<file path="config.mk">
export PLATFORM = sky130hd
export DESIGN_NAME = ins_fetch_queue
export DESIGN_NICKNAME = d
export VERILOG_FILES = /design/src/rtl/ins_fetch_queue.sv
export SDC_FILE = /design/constraint.sdc
export NUM_CORES = 1
export LEC_CHECK = 0
export ABC_AREA = 1
export ABC_CLOCK_PERIOD_IN_PS = 6710
export BUFFER_PORTS_ARGS = -buffer_cell sky130_fd_sc_hd__buf_2
export CORE_MARGIN = 1.5
export CORE_UTILIZATION = 50
export DETAILED_ROUTE_END_ITERATION = 6
export PLACE_DENSITY_LB_ADDON = 0.05
export SETUP_SLACK_MARGIN = 0.02
export SYNTH_ARGS = -nofsm -noshare
export SYNTH_HDL_FRONTEND = slang
export SYNTH_SLANG_ARGS = --single-unit
</file>
<file path="constraint.sdc">
create_clock -name clk -period 6.71 [get_ports clk]
set_clock_uncertainty 0.1 [all_clocks]
set_input_delay 0.3355 -clock clk [delete_from_list [all_inputs] [get_ports clk]]
set_output_delay 0.3355 -clock clk [all_outputs]
set_load 0.005 [all_outputs]
</file>
<file path="src/rtl/ins_fetch_queue.sv">
// Instruction prefetch queue: sequential +4 fetch over a req/ack memory bus into a small FIFO feeding the core.
// Optional performance counters are enabled with the FETCH_PERF_EN macro.
module ins_fetch_queue #(
  parameter int DEPTH = 4,
  parameter int AW    = 32,
  parameter int DW    = 32
) (
  input  logic          clk,
  input  logic          rst,
  input  logic          redirect,
  input  logic [AW-1:0] redirect_pc,
  output logic          mem_req,
  output logic [AW-1:0] mem_addr,
  input  logic          mem_ack,
  input  logic [DW-1:0] mem_rdata,
  output logic          ins_valid,
  output logic [DW-1:0] ins,
  output logic [AW-1:0] ins_pc,
`ifdef FETCH_PERF_EN
  output logic [15:0]   perf_fetched,
  output logic [15:0]   perf_flushed,
`endif
  input  logic          ins_ready
);

  localparam int PW = $clog2(DEPTH);
  localparam int CW = $clog2(DEPTH + 1);

  typedef enum logic [1:0] {IDLE, WAIT, DROP} state_t;

  state_t        state_q, state_d;
  logic [AW-1:0] fetch_pc_q, fetch_pc_d;
  logic [AW-1:0] req_addr_q, req_addr_d;
  logic [PW-1:0] wr_ptr_q, wr_ptr_d;
  logic [PW-1:0] rd_ptr_q, rd_ptr_d;
  logic [CW-1:0] cnt_q, cnt_d;
  logic [DW-1:0] ins_mem_q [DEPTH];
  logic [AW-1:0] pc_mem_q  [DEPTH];

  logic [CW:0]   reserved;
  logic          issue;
  logic          push;
  logic          pop;
  logic          unused_pc_lsb;

  assign unused_pc_lsb = ^redirect_pc[1:0];

  // The outstanding request holds a FIFO slot so its response always fits.
  always_comb begin
    reserved  = {1'b0, cnt_q} + {{CW{1'b0}}, (state_q != IDLE)};
    issue     = !rst && !redirect && (state_q == IDLE) && (reserved < (CW+1)'(DEPTH));
    push      = (state_q == WAIT) && mem_ack && !redirect;
    ins_valid = (cnt_q != '0);
    pop       = ins_valid && ins_ready;
    mem_req   = issue || (state_q != IDLE);
    mem_addr  = (state_q == IDLE) ? fetch_pc_q : req_addr_q;
    ins       = ins_mem_q[rd_ptr_q];
    ins_pc    = pc_mem_q[rd_ptr_q];
  end

  always_comb begin
    state_d    = state_q;
    req_addr_d = req_addr_q;
    fetch_pc_d = fetch_pc_q;
    case (state_q)
      IDLE: begin
        if (issue) begin
          state_d    = WAIT;
          req_addr_d = fetch_pc_q;
        end
      end
      WAIT: begin
        if (mem_ack)       state_d = IDLE;
        else if (redirect) state_d = DROP;
      end
      DROP: begin
        if (mem_ack) state_d = IDLE;
      end
      default: state_d = IDLE;
    endcase
    if (push)     fetch_pc_d = fetch_pc_q + AW'(4);
    if (redirect) fetch_pc_d = {redirect_pc[AW-1:2], 2'b00};
  end

  always_comb begin
    wr_ptr_d = wr_ptr_q + PW'(push);
    rd_ptr_d = rd_ptr_q + PW'(pop);
    cnt_d    = cnt_q + CW'(push) - CW'(pop);
    if (redirect) begin
      wr_ptr_d = '0;
      rd_ptr_d = '0;
      cnt_d    = '0;
    end
  end

  always_ff @(posedge clk) begin
    if (rst) begin
      state_q    <= IDLE;
      fetch_pc_q <= '0;
      req_addr_q <= '0;
      wr_ptr_q   <= '0;
      rd_ptr_q   <= '0;
      cnt_q      <= '0;
    end else begin
      state_q    <= state_d;
      fetch_pc_q <= fetch_pc_d;
      req_addr_q <= req_addr_d;
      wr_ptr_q   <= wr_ptr_d;
      rd_ptr_q   <= rd_ptr_d;
      cnt_q      <= cnt_d;
    end
  end

  // Storage is cleared on reset so the head reads zero before the first fetch.
  always_ff @(posedge clk) begin
    if (rst) begin
      for (int i = 0; i < DEPTH; i++) begin
        ins_mem_q[i] <= '0;
        pc_mem_q[i]  <= '0;
      end
    end else if (push) begin
      ins_mem_q[wr_ptr_q] <= mem_rdata;
      pc_mem_q[wr_ptr_q]  <= fetch_pc_q;
    end
  end

`ifdef FETCH_PERF_EN
  logic [15:0]   perf_fetched_q, perf_fetched_d;
  logic [15:0]   perf_flushed_q, perf_flushed_d;
  logic [CW-1:0] cleared;
  logic          discard;
  logic [16:0]   flush_sum;

  // Entries popped in the redirect cycle reached the core and are not flushes.
  always_comb begin
    discard        = mem_ack && (state_q != IDLE) && !push;
    cleared        = redirect ? (cnt_q - CW'(pop)) : '0;
    perf_fetched_d = perf_fetched_q;
    if (push && (perf_fetched_q != 16'hFFFF)) perf_fetched_d = perf_fetched_q + 16'd1;
    flush_sum      = {1'b0, perf_flushed_q} + 17'(cleared) + 17'(discard);
    perf_flushed_d = flush_sum[16] ? 16'hFFFF : flush_sum[15:0];
  end

  always_ff @(posedge clk) begin
    if (rst) begin
      perf_fetched_q <= '0;
      perf_flushed_q <= '0;
    end else begin
      perf_fetched_q <= perf_fetched_d;
      perf_flushed_q <= perf_flushed_d;
    end
  end

  assign perf_fetched = perf_fetched_q;
  assign perf_flushed = perf_flushed_q;
`endif

endmodule

</file>
==> run summary, run 1 <==
Die width: 172 µm
Antenna Cells: 0
Post-synthesis instance total: 1,558
Htree depth: 2
Clock Power Share: 42.5%
Synth top area share: 52.2%
CP required: 6.27 ns
Nets@finish: 1,749
CP max stage cell: buf_4
Largest cells by area after synthesis: edfxtp_1, nor2_1, dfxtp_1, o21ai_0, nand2_1
VDD IR-drop max: 0.000189 V
Post-synth EDFFs: 248
Multi-input logic area: 4590 µm²
Status: finished, final reports clean
Synthesized cell area: 14,300 µm²
DP Wirelength: 21,000 µm
Part of the power in combinational logic: 6.0%
Hold WC Path Type: in2reg
Initial antenna violation count: 0
IO buf count: 160
Yosys reg bits: 317
GP Congestion: 0.921
FMAX: 0.296 GHz
Number of global-route vias before repair: 10,500
Depth of the most critical reg-to-reg path: 7
Seq pwr share: 51.6%
Max Cap Viol: 0
Net Sw Frac: 22.5%
Post-synth top area cell: edfxtp_1
Power Density: 263 nW/µm²
Die Area: 29,600 µm²
Instance count on the critical path: 5
CTS Buf Count: 35
Crit Path Category: reg2out
CP startpoint kind: flop
CTS tree: done
Core ar.: 27,900 µm²
Drt drc: 0
Hold violation total from the final report: 0
Wirelength, routed: 36,700 µm
Final period utilization: 50.3%
CTS Buffer Depth: 3
Syn_area_per_cell: 9.16 µm²
Critical Path Max Stage Delay: 0.89 ns
Buffers and inverters on the worst path: 3
Worst-path cell chain: clkinv_2 -> buf_4 -> o21ai_0 -> o22ai_1 -> buf_2
Crit. End Element: primary output
Skew-Pair Late Insertion Delay: 0.51 ns
Area Overhead vs Synth: 14.8%
Total track usage: 24.8%
Hold Path Stages: 3
Pwr Total: 4.31 mW
XOR/XNOR share of the synthesized area: 0.307%
Lkg Pwr: 6.44 nW
Slew HR: 22.9%
Worst Path Max Fanout: 102
Slew Limit Fails: 0
Worst EP arrival: 2.94 ns
Grt total ovfl: 0
Initial Utilization: 51.1%
Worst-Margin Slew: 1.15 ns
Total negative slack: 0 ns
Height of the die: 172 µm
Netlist cell types: 32
Family with the most delay on the worst path: buffers and inverters
Average wire per standard cell: 17.7 µm
Multiplexer area fraction after synthesis: 0%
Ys async rst share: 0%
Root buf cell: clkbuf_16
Fillers: 2,536
RSZ-0062 raised after global routing: false
DR iter-0 viols: 764
Ys flop type: edfxtp_1
IO Pins: 167
Largest net degree at the start of global routing: 103
Share of layout cells above drive strength 1: 14.5%
Pint: 3.34 mW
Final Critical Period: 3.38 ns
First-pass GRT wire length: 56,300 µm
Clock slew at reported path FFs: 0.06 ns
P_sw: 0.973 mW
Seq/Total Area, Yosys: 61.9%
YS warnings: 0
Compound-Gate Fraction of Synth Area: 12.5%
Core Rows: 61
Total vias in the final route: 11,200
Largest family of logic cells by synthesized area: simple AND/OR/NAND/NOR gates
TritonRoute pass-1 iters: 5
# clock sinks: 317
Final ANT Viol Nets: 0
Final setup violation count: 0
Synth Area in Adders: 0.491%
Vias/cell: 5.39
Synth Area in Simple Gates: 18.6%
Area occupied by registers: 8830 µm²
==> Yosys cell counts, types with 3 or more instances <==
| cell | n |
|---|---|
| nor2_1 | 447 |
| edfxtp_1 | 248 |
| o21ai_0 | 206 |
| nand2_1 | 156 |
| inv_1 | 118 |
| dfxtp_1 | 69 |
| clkbuf_1 | 66 |
| o22ai_1 | 62 |
| a21oi_1 | 54 |
| nand3_1 | 35 |
| buf_2 | 23 |
| nor3_1 | 17 |
| nand4_1 | 6 |
| o211ai_1 | 6 |
| a31oi_1 | 5 |
| buf_1 | 5 |
| buf_4 | 5 |
| ha_1 | 4 |
| inv_2 | 4 |
| nand2_2 | 4 |
| nor2_4 | 3 |
| xnor2_1 | 3 |
==> per-layer routing <==
layer	vias to the layer above	wire length (µm)	GRT usage (%)
met1	5311	15900	32.9
met3	56	2360	3.34
met4	0	707	6.31
li1	5477	-	-
met2	358	17700	42.9
met5	-	0	0
==> final cells by class <==
| type | count | area share (%) |
|---|---|---|
| well taps | 378 | 2.89 |
| multi-input cells | 1022 | 28.0 |
| repair buffers | 176 | 5.71 |
| flip-flops and latches | 317 | 53.9 |
| inverters | 123 | 2.83 |
| clock buffers | 43 | 5.72 |
| clock inverters | 19 | 0.939 |
==> registers in the layout, indices dropped and copies added, names as in the netlist <==
register and flops:
rd_ptr_q 2, ins_mem_q 128, req_addr_q 30, cnt_q 3, pc_mem_q 120, fetch_pc_q 30, state_q 2, wr_ptr_q 2
==> cells in the final DEF, fill, tap and decap left out, drive strengths merged, types with 6 or more instances in the layout <==
master / count
a21oi: 54
buf: 175
clkbuf: 43
clkinv: 17
dfxtp: 69
edfxtp: 248
inv: 122
nand2: 161
nand3: 35
nand4: 6
nor2: 451
nor3: 17
o211ai: 6
o21ai: 206
o22ai: 62
==> power groups by stage <==
stage / registers [mW] / clock network (mW) / logic (mW)
global route: 2.23 / 1.94 / 0.289
floorplan: 2.26 / 0 / 0.153
global placement: 2.26 / 0 / 0.255
detailed placement: 2.27 / 0 / 0.257
CTS: 2.23 / 1.86 / 0.259
finish: 2.23 / 1.83 / 0.257
==> stage by stage <==
stage	hold WS, ns	cell area [µm²]	cells	setup WS, ns	utilization [%]
after global routing	0.0166	16400	2078	3.04	58.7
after CTS	0.00199	16400	2078	3.27	58.7
after global placement	0.334	15300	2015	2.90	54.7
after detailed placement	0.340	15300	2015	2.91	54.7
final	0.00859	16400	2078	3.33	58.7
after floorplan	0.325	14300	1561	3.61	-
==> worst register-to-register path, cell delays in order (launching register included) <==
cell and delay, ns:
dfxtp_1 0.39, inv_2 0.06, nor2_1 0.11, nand2_2 0.26, nor2_1 0.56, nand3_1 0.16
nand2_2 0.82, buf_4 0.55
==> repair_timing <==
| action | CTS | global route |
|---|---|---|
| hold endpoints to repair | 1 | 0 |
| buffers inserted | 0 | 0 |
| hold buffers | 1 | 0 |
| resized for setup | 0 | 0 |
==> path summary, 6_finish.rpt <==
kind	start	endpoint	slack [ns]
max	rd_ptr_q[0]	ins_pc[18]	3.33
max reg2reg	state_q[0]	ins_mem_q[3][6]	3.34
min	redirect_pc[3]	fetch_pc_q[3]	0.009
min reg2reg	req_addr_q[23]	req_addr_q[23]	0.35
==> cells by family (layout without fill, tap and decap cells) <==
logic type / after synthesis / after routing
and+or+nand+nor: 672 / 672
DFF: 317 / 317
adders and majority gates: 5 / 5
buffers and inverters: 222 / 361
xor gates and xnor gates: 5 / 5
other: 1 / 4
AOI/OAI and AO/OA: 336 / 336
No activity file was read; power rests on OpenSTA's default activity.
==> run 2: changes to the inputs <==
ABC_AREA = 0   (was 1)
ABC_CLOCK_PERIOD_IN_PS = 3100   (was 6710)
clock period = 3.1 ns   (was 6.71 ns; I/O delays follow)
==> run summary, run 2 <==
Most frequent cells in the layout: and2_1, edfxtp_1, buf_2
Worst-Margin Slew: 0.760 ns (-0.392 ns)
Htree depth: 2 (unchanged)
Power Density: 549 nW/µm² (+110%)
Hold endpoint: fetch_pc_q[18]
Post-CTS sizing: 0 (unchanged)
Core ar.: 27,900 µm² (unchanged)
Core Util, Final: 62.2% (+3.5 points)
FMAX: 0.365 GHz
CP startpoint kind: flop
Syn_area_per_cell: 13.5 µm² (+47%)
Hold Path Stages: 3 (unchanged)
Lkg Pwr: 6.54 nW (+1.5%)
Clock slew at reported path FFs: 0.06 ns (about the same)
Total vias in the final route: 8,949 (-20%)
Worst Path Max Fanout: 9 (-91%)
Largest net degree at the start of global routing: 63 (-39%)
Synth top area share: 52.2% (about the same)
Hold violation total from the final report: 0 (unchanged)
Synthesized cell area: 14,300 µm² (about the same)
Ys flop type: edfxtp_1
Height of the die: 172 µm (about the same)
Pre-CTS setup slack: 0.356 ns (-2.55 ns)
Nets@finish: 1,333 (-24%)
CP required: 3.41 ns (-2.86 ns)
Crit Path Category: reg2reg
Final ANT Viol Nets: 0 (unchanged)
DR iter-0 viols: 582 (-24%)
Hold path start: redirect
Wirelength, routed: 32,700 µm (-11%)
VDD IR-drop max: 0.000352 V (+86%)
Slew Limit Fails: 0 (unchanged)
CTS Buf Count: 36 (+2.9%)
Drt drc: 0 (unchanged)
Register with the highest flop count: ins_mem_q
Yosys reg bits: 317 (unchanged)
Number of global-route vias before repair: 9,241 (-12%)
Crit. End Element: flop
Slew HR: 49.3% (+26 points)
Worst EP arrival: 3.05 ns (+0.11 ns)
R2R setup slack: 0.36 ns (-2.98 ns)
Skew-Pair Late Insertion Delay: 0.50 ns (about the same)
Netlist cell types: 48 (+50%)
Max reg flops: 128 (unchanged)
Post-synthesis instance total: 1,058 (-32%)
Count leader, synth: and2_1
Share of layout cells above drive strength 1: 27.0% (+13 points)
Die Area: 29,500 µm² (about the same)
First-pass GRT wire length: 50,800 µm (-9.6%)
TritonRoute pass-1 iters: 5 (unchanged)
Final instance area: 17,400 µm² (+6.0%)
Die width: 172 µm (about the same)
Final setup violation count: 0 (unchanged)
Final period utilization: 88.4%
Status: finished, final reports clean
Depth of the most critical reg-to-reg path: 5 (-2)
Final WS setup: 0.360 ns (-2.97 ns)
IO Pins: 167 (unchanged)
Average wire per standard cell: 19.7 µm (+11%)
Total track usage: 22.8% (-2.0 points)
Core Rows: 61 (unchanged)
Max Cap Viol: 0 (unchanged)
Vias/cell: 5.39 (about the same)
Initial antenna violation count: 1 (+1)
Fillers: 2,198 (-13%)
Reg-to-reg startpoint: fetch_pc_q[2]
Largest cells by area after synthesis: edfxtp_1, and2_1, mux4_2, dfxtp_1, mux2_2
Grt total ovfl: 0 (unchanged)
Final Critical Period: 2.74 ns
IO buf count: 160 (unchanged)
Cell Count, Final, Fillers Out: 1,661 (-20%)
Area Overhead vs Synth: 21.8%
Most common cell after layout, fill and taps aside: and2_1
Placed cell count: 1,534 (-24%)
Post-synth EDFFs: 248 (unchanged)
Post-DP Area: 15,600 µm² (+2.0%)
Total negative slack: 0 ns (unchanged)
Top cells by count, synth: and2_1, edfxtp_1, clkbuf_1, nand2_1, dfxtp_1
CTS tree: done
Seq/Total Area, Yosys: 61.9% (about the same)
Hold WC Path Type: in2reg
Post-synth top area cell: edfxtp_1
WHS: 0.0320 ns (+0.0234 ns)
Pwr Total: 9.52 mW (+120%)
Ys async rst share: 0% (unchanged)
DP Wirelength: 19,000 µm (-9.2%)
CTS Buffer Depth: 3 (unchanged)
GP Congestion: 0.777 (-16%)
Root buf cell: clkbuf_16
Initial Utilization: 51.0% (about the same)
RSZ-0062 raised after global routing: false
Critical R2R Capture: fetch_pc_q[28]
# clock sinks: 317 (unchanged)
YS warnings: 0 (unchanged)
Biggest regs: ins_mem_q (128), pc_mem_q (120)
## run 2: worst max-delay path: stages (launching register included)
cell	delay [ns]
dfxtp_1	0.51
ha_1	0.27
nand4b_4	0.17
or4_1	0.75
or4_1	0.56
a311oi_1	0.28
## run 2: what timing repair did
item,in CTS,in global routing
endpoints found under the hold margin,161,0
setup buffers,0,0
hold buffers,65,0
## run 2: cells by family (layout without fill, tap and decap cells)
kind of cell    after synthesis  count (layout)  share of synthesized area (%)
buf+inv                     105             325                           2.92
mux                          93              93                           12.2
other cells                   1               6                         0.0263
xor+xnor                     15              15                          0.921
compound gates               88              88                           4.10
simple gates                434             434                           17.4
flops                       317             317                           61.9
fa+ha+maj                     5               5                          0.491
## run 2: cell type report
type / instances / area, µm² / area share (%)
Antenna cell: 2 / 5.00 / 0.0288
Clock buffer: 51 / 1030 / 5.95
Clock inverter: 9 / 87.6 / 0.504
Inverter: 9 / 33.8 / 0.195
Multi-Input combinational cell: 639 / 5070 / 29.2
Sequential cell: 317 / 8840 / 50.9
Tap cell: 378 / 473 / 2.72
Timing Repair Buffer: 256 / 1820 / 10.5
## run 2: worst max-delay path by stage
stage                            endpoint  cells after the start     startpoint
after floorplan           ins_mem_q[1][0]                      5     state_q[0]
after global placement     fetch_pc_q[28]                      5  fetch_pc_q[2]
after detailed placement   fetch_pc_q[28]                      5  fetch_pc_q[2]
after CTS                  fetch_pc_q[28]                      5  fetch_pc_q[2]
after global routing       fetch_pc_q[28]                      5  fetch_pc_q[2]
final                      fetch_pc_q[28]                      5  fetch_pc_q[2]
## run 2: power by group
| group | switching [mW] | internal [mW] | leakage [nW] | total, mW |
|---|---|---|---|---|
| Clock | 1.61 | 2.47 | 0.547 | 4.08 |
| Combinational | 0.302 | 0.298 | 2.87 | 0.600 |
| Sequential | 0.117 | 4.73 | 3.13 | 4.85 |
| Total | 2.03 | 7.50 | 6.54 | 9.52 |
## run 2: layer usage
metal,wire length [µm],share of wire (%),track usage (%)
met1,14300,44,30.3
met2,16200,50,39.2
met3,1610,4.9,3.46
met4,541,1.7,5.86
met5,0,0,0
==> run 3: changes to the inputs <==
ABC_AREA = 1   (was 0)
CTS_CLUSTER_SIZE = 28   (was not set)
==> run summary, run 3 (synthesis results as in run 1) <==
Hold WC Path Type: in2reg
Hold violation total from the final report: 0 (unchanged)
Die width: 172 µm (about the same)
Pre-CTS setup slack: 0.660 ns (+0.305 ns)
# clock sinks: 317 (unchanged)
Placed cell count: 2,029 (+32%)
TritonRoute pass-1 iters: 5 (unchanged)
CTS Buf Count: 35 (-2.8%)
Htree depth: 2 (unchanged)
Area Overhead vs Synth: 20.4%
Core Rows: 61 (unchanged)
Instance count on the critical path: 5 (unchanged)
Crit Path Category: reg2out
Power Density: 544 nW/µm² (-0.87%)
Wirelength, routed: 37,600 µm (+15%)
First-pass GRT wire length: 57,600 µm (+13%)
Biggest regs: ins_mem_q (128), pc_mem_q (120)
DR iter-0 viols: 863 (+48%)
Lkg Pwr: 6.80 nW (+3.9%)
Worst Path Max Fanout: 44 (+35)
CP startpoint kind: flop
Grt total ovfl: 0 (unchanged)
Depth of the most critical reg-to-reg path: 9 (+4)
IO buf count: 160 (unchanged)
Core ar.: 27,900 µm² (unchanged)
Most frequent cells in the layout: nor2_1, edfxtp_1, o21ai_0
FMAX: 0.405 GHz (+11%)
Seq pwr share: 51.5% (+0.6 points)
Core Util, Final: 61.5% (-0.64 points)
Max Cap Viol: 0 (unchanged)
Critical Path Max Stage Delay: 0.68 ns (-0.07 ns)
Final period utilization: 79.6% (-8.8 points)
Clock Power Share: 41.6% (-1.2 points)
Worst EP arrival: 2.21 ns (-0.84 ns)
Post-CTS setup buffers: 0 (unchanged)
Net Sw Frac: 22.5% (+1.2 points)
WHS: 0.0421 ns (+0.0101 ns)
Slew Limit Fails: 0 (unchanged)
DP Wirelength: 21,700 µm (+14%)
Cell Count, Final, Fillers Out: 2,157 (+30%)
Part of the power in combinational logic: 6.8% (+0.5 points)
VDD IR-drop max: 0.000391 V (+11%)
Skew-Pair Late Insertion Delay: 0.51 ns (about the same)
CP required: 2.84 ns (-0.57 ns)
Most common cell after layout, fill and taps aside: nor2_1
Nets@finish: 1,828 (+37%)
Number of global-route vias before repair: 10,900 (+18%)
Slew HR: 36.5% (-13 points)
Max reg flops: 128 (unchanged)
Final ANT Viol Nets: 0 (unchanged)
Clock slew at reported path FFs: 0.06 ns (about the same)
Total track usage: 25.5% (+2.8 points)
Total vias in the final route: 11,600 (+29%)
P_sw: 2.10 mW (+3.6%)
Die Area: 29,600 µm² (about the same)
Height of the die: 172 µm (about the same)
Root buf cell: clkbuf_16
CTS tree: done
Final Critical Period: 2.47 ns (-0.273 ns)
Hold Path Stages: 4 (+1)
Initial antenna violation count: 0 (-1)
Status: finished, final reports clean
Register with the highest flop count: ins_mem_q
Share of layout cells above drive strength 1: 14.4% (-13 points)
Family with the most delay on the worst path: flip-flops
IO Pins: 167 (unchanged)
Vias/cell: 5.37 (-0.41%)
Worst-Margin Slew: 0.953 ns (+0.193 ns)
Initial Utilization: 51.1% (about the same)
CP max stage cell: dfxtp_4
Worst-path cell chain: clkinv_2 -> buf_4 -> o21ai_0 -> o22ai_1 -> buf_2
Buffers and inverters on the worst path: 3 (+3)
Final setup violation count: 0 (unchanged)
Pint: 7.24 mW (-3.4%)
Final WS setup: 0.633 ns (+0.273 ns)
RSZ-0062 raised after global routing: false
CTS Buffer Depth: 3 (unchanged)
GP Congestion: 0.930 (+20%)
Total negative slack: 0 ns (unchanged)
Largest net degree at the start of global routing: 89 (+41%)
Average wire per standard cell: 17.4 µm (-11%)
Antenna Cells: 0 (-2)
Crit. End Element: primary output
Drt drc: 0 (unchanged)
run 3: power groups by stage:
| stage | logic [mW] | clock network, mW | registers [mW] |
|---|---|---|---|
| detailed placement | 0.575 | 0 | 4.90 |
| global route | 0.712 | 4.09 | 4.83 |
| floorplan | 0.332 | 0 | 4.88 |
| finish | 0.637 | 3.89 | 4.82 |
| global placement | 0.568 | 0 | 4.90 |
| CTS | 0.641 | 3.94 | 4.82 |
run 3: cell type report:
class	instances	area, µm²
Clock buffer	43	916
Clock inverter	19	141
Fill cell	2496	10800
Inverter	123	463
Multi-Input combinational cell	1022	4590
Sequential cell	317	8830
Tap cell	378	473
Timing Repair Buffer	255	1770
run 3: layer usage:
layer | up-vias | share of wire, % | GRT usage (%)
met5 | - | 0 | 0
met4 | 0 | 2.4 | 8.13
met3 | 58 | 5.3 | 3.02
met2 | 353 | 49 | 44.2
met1 | 5537 | 44 | 33.5
li1 | 5626 | - | -
run 3: path summary, 6_finish.rpt:
check / startpoint / to / slack [ns]
setup / recovery: rd_ptr_q[0] / ins_pc[16] / 0.63
hold / removal: redirect / fetch_pc_q[22] / 0.04
setup reg to reg: state_q[0] / pc_mem_q[2][13] / 0.66
hold reg to reg: req_addr_q[30] / req_addr_q[30] / 0.35
run 3: metrics by stage:
step | instance area [µm²] | power [mW]
after floorplan | 14300 | 5.22
after global placement | 15500 | 5.47
after detailed placement | 15500 | 5.48
after CTS | 17200 | 9.40
after global routing | 17200 | 9.64
final | 17200 | 9.34
run 3: tightest hold or removal path: cells and delay by family:
family / cells / cell delay (ns)
buffers and inverters: 2 / 0.24
AND/OR/NAND/NOR: 1 / 0.13
AO/OA/AOI/OAI: 1 / 0.06
run 3: what timing repair did:
action | CTS | global route
hold endpoints to repair | 167 | 0
hold buffers | 66 | 0
resized for setup | 0 | 0
